File: config.mk
export PLATFORM = sky130hd
export DESIGN_NAME = traffic_light_ctrl_timed
export DESIGN_NICKNAME = d
export VERILOG_FILES = /design/src/rtl/traffic_light_pkg.sv /design/src/rtl/traffic_light_ctrl_timed_tl_phase_timer.sv /design/src/rtl/traffic_light_ctrl_timed.sv
export SDC_FILE = /design/constraint.sdc
export NUM_CORES = 1
export LEC_CHECK = 0
export BUFFER_PORTS_ARGS = -buffer_cell sky130_fd_sc_hd__buf_4
export CORE_ASPECT_RATIO = 1.75
export CORE_UTILIZATION = 50
export DETAILED_ROUTE_END_ITERATION = 10
export GPL_TIMING_DRIVEN = 0
export PLACE_DENSITY = 0.68
export SYNTH_ARGS = -nofsm -noshare
export SYNTH_HDL_FRONTEND = slang
export SYNTH_SLANG_ARGS = --single-unit
export TNS_END_PERCENT = 20
File: constraint.sdc
create_clock -name clk -period 6.96 [get_ports clk]
set_input_delay 0.696 -clock clk [delete_from_list [all_inputs] [get_ports clk]]
set_output_delay 0.696 -clock clk [all_outputs]
set_load 0.1 [all_outputs]
File: src/rtl/traffic_light_pkg.sv
// Shared definitions for the timed two-road traffic light controller:
// lamp colour codes, FSM state encodings and the phase-elapsed test.
package traffic_light_pkg;

  localparam logic [1:0] RED    = 2'd0;
  localparam logic [1:0] YELLOW = 2'd1;
  localparam logic [1:0] GREEN  = 2'd2;
  localparam logic [1:0] OFF    = 2'd3;

  typedef enum logic [2:0] {
    ST_HG    = 3'd0,
    ST_HY    = 3'd1,
    ST_AR1   = 3'd2,
    ST_SG    = 3'd3,
    ST_SY    = 3'd4,
    ST_AR2   = 3'd5,
    ST_FLASH = 3'd6
  } state_e;

  // A phase of duration dur has elapsed once the counter reaches dur-1,
  // so a fixed phase lasts exactly dur cycles.
  function automatic logic elapsed(input int unsigned cnt, input int unsigned dur);
    return (cnt + 1) >= dur;
  endfunction

endpackage

File: src/rtl/traffic_light_ctrl_timed_tl_phase_timer.sv
// Saturating up-counter with synchronous clear; used both as the phase
// timer and as the flash blink divider.
module tl_phase_timer #(
  parameter int unsigned CNT_W = 8
) (
  input  logic             clk,
  input  logic             clr_i,
  input  logic             en_i,
  output logic [CNT_W-1:0] cnt_o
);

  logic [CNT_W-1:0] cnt_q;
  logic [CNT_W-1:0] cnt_d;

  always_comb begin
    cnt_d = cnt_q;
    if (clr_i) begin
      cnt_d = '0;
    end else if (en_i && (cnt_q != '1)) begin
      cnt_d = cnt_q + 1'b1;
    end
  end

  always_ff @(posedge clk) begin
    cnt_q <= cnt_d;
  end

  assign cnt_o = cnt_q;

endmodule

File: src/rtl/traffic_light_ctrl_timed.sv
// Highway / small-road light controller with counter-timed phases, all-red
// clearance, min/max side green, latched pedestrian request and night flash.
module traffic_light_ctrl_timed
  import traffic_light_pkg::*;
#(
  parameter int unsigned CNT_W          = 8,
  parameter int unsigned MIN_GREEN_MAIN = 10,
  parameter int unsigned YELLOW_TIME    = 3,
  parameter int unsigned ALL_RED_TIME   = 2,
  parameter int unsigned MIN_GREEN_SIDE = 4,
  parameter int unsigned MAX_GREEN_SIDE = 8,
  parameter int unsigned FLASH_HALF     = 4
) (
  input  logic       clk,
  input  logic       clr,
  input  logic       sensor,
  input  logic       ped_req,
  input  logic       flash_mode,
  output logic [1:0] highway,
  output logic [1:0] small_road,
  output logic       walk
);

  localparam logic [CNT_W-1:0] FLASH_LAST = CNT_W'(FLASH_HALF - 1);

  state_e           state_q, state_d;
  logic             ped_lat_q, ped_lat_d;
  logic             blink_q, blink_d;
  logic [1:0]       highway_q, small_road_q;
  logic             walk_q;

  logic [1:0]       tmr_clr;
  logic [1:0]       tmr_en;
  logic [CNT_W-1:0] tmr_cnt [2];
  logic [CNT_W-1:0] phase_cnt;
  logic [CNT_W-1:0] blink_cnt;
  logic             flash_entry;
  logic             blink_wrap;

  // Timer 0 is the phase counter, timer 1 the blink divider.
  for (genvar gi = 0; gi < 2; gi++) begin : g_tmr
    tl_phase_timer #(.CNT_W(CNT_W)) u_tmr (
      .clk   (clk),
      .clr_i (tmr_clr[gi]),
      .en_i  (tmr_en[gi]),
      .cnt_o (tmr_cnt[gi])
    );
  end

  assign phase_cnt = tmr_cnt[0];
  assign blink_cnt = tmr_cnt[1];

  function automatic logic [4:0] lamps(input state_e s, input logic b);
    case (s)
      ST_HG:    return {GREEN, RED, 1'b0};
      ST_HY:    return {YELLOW, RED, 1'b0};
      ST_SG:    return {RED, GREEN, 1'b1};
      ST_SY:    return {RED, YELLOW, 1'b0};
      ST_FLASH: return b ? {YELLOW, RED, 1'b0} : {OFF, OFF, 1'b0};
      default:  return {RED, RED, 1'b0};
    endcase
  endfunction

  always_comb begin
    state_d = state_q;
    case (state_q)
      ST_HG: begin
        if (flash_mode) begin
          state_d = ST_FLASH;
        end else if (elapsed(32'(phase_cnt), MIN_GREEN_MAIN) && (sensor || ped_lat_q)) begin
          state_d = ST_HY;
        end
      end
      ST_HY:  if (elapsed(32'(phase_cnt), YELLOW_TIME))  state_d = ST_AR1;
      ST_AR1: if (elapsed(32'(phase_cnt), ALL_RED_TIME)) state_d = ST_SG;
      ST_SG: begin
        if (elapsed(32'(phase_cnt), MAX_GREEN_SIDE) ||
            (elapsed(32'(phase_cnt), MIN_GREEN_SIDE) && !sensor)) begin
          state_d = ST_SY;
        end
      end
      ST_SY:    if (elapsed(32'(phase_cnt), YELLOW_TIME))  state_d = ST_AR2;
      ST_AR2:   if (elapsed(32'(phase_cnt), ALL_RED_TIME)) state_d = ST_HG;
      ST_FLASH: if (!flash_mode) state_d = ST_AR2;
      default:  state_d = ST_HG;
    endcase

    flash_entry = (state_d == ST_FLASH) && (state_q != ST_FLASH);
    blink_wrap  = (state_q == ST_FLASH) && (blink_cnt == FLASH_LAST);

    blink_d = blink_q;
    if (flash_entry) begin
      blink_d = 1'b1;
    end else if (blink_wrap) begin
      blink_d = ~blink_q;
    end

    // Entering SG consumes the request, even one arriving on the same edge.
    ped_lat_d = ped_lat_q;
    if ((state_d == ST_SG) && (state_q != ST_SG)) begin
      ped_lat_d = 1'b0;
    end else if (ped_req && (state_q != ST_SG)) begin
      ped_lat_d = 1'b1;
    end

    tmr_clr[0] = clr || (state_d != state_q);
    tmr_en[0]  = 1'b1;
    tmr_clr[1] = clr || flash_entry || blink_wrap;
    tmr_en[1]  = (state_q == ST_FLASH);
  end

  // Lamps are registered from the next state so they track the state
  // register without any added latency.
  always_ff @(posedge clk) begin
    if (clr) begin
      state_q      <= ST_HG;
      ped_lat_q    <= 1'b0;
      blink_q      <= 1'b1;
      highway_q    <= GREEN;
      small_road_q <= RED;
      walk_q       <= 1'b0;
    end else begin
      state_q   <= state_d;
      ped_lat_q <= ped_lat_d;
      blink_q   <= blink_d;
      {highway_q, small_road_q, walk_q} <= lamps(state_d, blink_d);
    end
  end

  assign highway    = highway_q;
  assign small_road = small_road_q;
  assign walk       = walk_q;

endmodule
==> impl_metrics.py <==
metrics = {
    "outcome": {
        "status": "finished, final reports clean",
    },
    "synthesis": {
        "yosys_most_used_dff": "dfxtp_1",
        "ys_seq_area_share_pct": 35.2,
        "synth_top_area_share_pct": 35.2,
        "ys_async_sr_fraction_pct": 0,
        "synth.avg_cell_area_sq_um": 8.96,
        "synth_enable_flop_cells": 0,
        "synth_warnings": 0,
        "syn-num-nets": 174,
        "syn_area_sq_um": 1480,
        "synth_area_leaders": "dfxtp_1, nor2_1, xor2_1",
        "synth.largest_area_cell": "dfxtp_1",
        "syn-instance-count": 165,
        "synth_seq_cells": 26,
        "ys_types": 53,
    },
    "setup_path": {
        "crit_fanout": 9,
        "path_cells": "ha_1 -> xnor2_1 -> o21ai_0 -> o41ai_1 -> a31oi_2 -> or4b_1 -> o21ai_2",
        "cp_slowest_cell": "or4b_1",
        "worstPathRequired_ns": 7.17,
        "worst-path-buf-inv": 0,
        "cp-startpoint": "g_tmr[0].u_tmr.cnt_o[0]",
        "cp-end-kind": "register",
        "start_kind": "register",
        "path_class": "reg2reg",
        "worstReg2RegStart": "g_tmr[0].u_tmr.cnt_o[0]",
        "cp.arrival_ns": 2.93,
        "cp_top_family": "compound AO/OA/AOI/OAI gates",
        "max_stage_delay_ns": 0.57,
    },
    "cells_and_area": {
        "fillers": 262,
        "final_common_cell": "dfxtp_1",
        "layout_common_cells": "dfxtp_1, nor2_1, buf_4",
        "final_cells": 205,
        "diodes": 0,
        "drive_above_1_share_pct": 20.2,
        "nets": 188,
        "syn_to_final_growth_pct": 10.6,
    },
    "sta": {
        "setup_viol": 0,
        "hold_violations": 0,
        "slew_headroom_pct": 58.7,
        "rsz0062_at_grt": "false",
        "clock.fmax_mhz": 367,
        "report.final.slew_viol_count": 0,
        "finalClockSkew_ns": 0.00304,
        "worstMarginPinSlew_ns": 0.615,
        "post-route-period-util_pct": 39.1,
        "period_needed_ns": 2.72,
        "setup_tns_ns": 0,
        "holdWs_ns": 0.518,
    },
    "power_and_ir_drop": {
        "netSwitchingFraction_pct": 39.4,
        "pwr-share-clk_pct": 21.6,
        "leakagePower_nw": 0.607,
        "p_int_mw": 0.270,
        "ir_drop_mv": 0.155,
        "p_comb_share_pct": 39.3,
        "p_per_area_nw_per_um2": 272,
        "pwr-share-seq_pct": 39.1,
        "p_switching_mw": 0.175,
    },
    "placement": {
        "dp_cells": 201,
        "dp_hpwl_um": 2380,
        "portBuffers": 9,
        "gp_congestion": 0.962,
    },
    "drt": {
        "drtIter0Drc": 45,
        "drc": 0,
        "routed_via_density": 6.14,
        "dr_total_vias": 1259,
        "ant_nets": 0,
        "routed_wirelength_um": 3110,
        "dr.pass1.iters": 4,
        "post_drt_wl_per_cell_um": 15.2,
    },
    "cts": {
        "clock_latency_ns": 0.26,
        "clkTransAtPathRegs_ns": 0.09,
        "cts.sinks": 26,
        "cts_inserted_buffers": 3,
        "cts_root_buf": "clkbuf_8",
        "h-tree-depth": 1,
        "clockBufferDepth": 2,
        "cts_hold_buf": 0,
        "cts_setup_buffers": 0,
        "cts_resized": 0,
        "cts_tree": "done",
    },
    "grt": {
        "grtUsageTotal_pct": 21.8,
        "grt_remaining_overflow": 0,
        "grt_pass1_vias": 1230,
        "grt_pass1_wl_um": 5410,
        "grt_antenna_before_repair": 0,
        "grt_max_degree": 15,
    },
    "floorplan": {
        "io_pins": 10,
        "dieArea_sq_um": 3190,
        "core_area_sq_um": 2750,
        "initial_utilization_pct": 53.7,
        "die_h_um": 73.9,
        "die_w_um": 43.1,
        "row_count": 25,
    },
    "run": {
        "drv_cap": 0,
    },
    "min_path": {
        "min_from": "g_tmr[1].u_tmr.cnt_o[7]",
        "hold_path_class": "reg2reg",
    },
}
==> cell families (layout without fill, tap and decap cells) <==
kind of cell               after synthesis  count (layout)  synth area share [%]
DFF                                     26              26                  35.2
muxes                                    1               1                 0.677
buffers and inverters                    9              22                  2.96
and+or+nand+nor                         72              72                  26.6
xor gates and xnor gates                11              11                  6.51
AOI/OAI and AO/OA                       42              42                  24.7
adders and majority gates                4               4                  3.38
==> flip-flops by register name (all words and copies together), names as in the netlist <==
signal,cells
small_road,2
highway,2
state_q,3
g_tmr.u_tmr.cnt_o,16
walk,1
blink_q,1
ped_lat_q,1
==> Yosys cell counts, types with 2 or more instances <==
cell and count:
buf_4 2, nor4_1 3, inv_1 4, a21o_2 2, nand2_1 9, a31oi_2 2, a21oi_1 6, or3_1 3
dfxtp_1 26, xor2_1 6, and3_1 2, and3b_1 2, nor3_1 7, a211o_1 2, nand4_1 5, buf_2 2
a31oi_1 3, a2111oi_2 2, xnor2_1 5, ha_1 4, o21ai_2 3, nand2b_1 2, nor2_1 18, o21ai_0 4
nand3_1 10, a211oi_1 3, or2_2 2
==> metrics by stage <==
| stage | power [mW] | setup slack [ns] | area [sq um] | util, % |
|---|---|---|---|---|
| 5_1_grt | 0.470 | 4.04 | 1640 | 59.4 |
| 6_report | 0.445 | 4.24 | 1640 | 59.4 |
| 3_5_place_dp | 0.353 | 4.30 | 1580 | 57.4 |
| 2_1_floorplan | 0.315 | 4.73 | 1480 | - |
| 4_1_cts | 0.449 | 4.26 | 1640 | 59.4 |
| 3_3_place_gp | 0.349 | 4.28 | 1580 | 57.4 |
==> cell type report <==
cell class                      count  area (sq um)  area share, %
Buffer                              5          28.8           1.76
Clock buffer                        4          55.1           3.37
Inverter                            4          15.0          0.918
Multi-Input combinational cell    130           915           55.9
Sequential cell                    26           520           31.8
Tap cell                           27          33.8           2.07
Timing Repair Buffer                9          67.6           4.13
==> layer usage <==
metal / routed length, um / global-route usage [%]
met5: 0 / 0
met4: 57 / 9.09
met3: 64 / 2.18
met2: 1760 / 42.3
met1: 1230 / 23.1
==> tightest hold or removal path: stages (launching register included) <==
cell,delay (ns)
dfxtp_1,0.34
o21ai_0,0.08
a21oi_1,0.06
==> power groups by stage <==
stage               Clock, mW  Combinational, mW  Sequential, mW
floorplan                   0             0.0990           0.216
global placement            0              0.172           0.177
detailed placement          0              0.175           0.178
CTS                    0.0991              0.176           0.174
global route            0.104              0.191           0.175
finish                 0.0961              0.175           0.174
==> path summary, 6_finish.rpt <==
kind                                                end  slack (ns)  depth (start not counted)
worst min-delay path            g_tmr[1].u_tmr.cnt_o[7]        0.52                          2
worst max-delay path                      small_road[1]        4.24                          7
worst min register to register  g_tmr[1].u_tmr.cnt_o[7]        0.52                          2
worst max register to register            small_road[1]        4.24                          7
No activity file was read; power rests on OpenSTA's default activity.
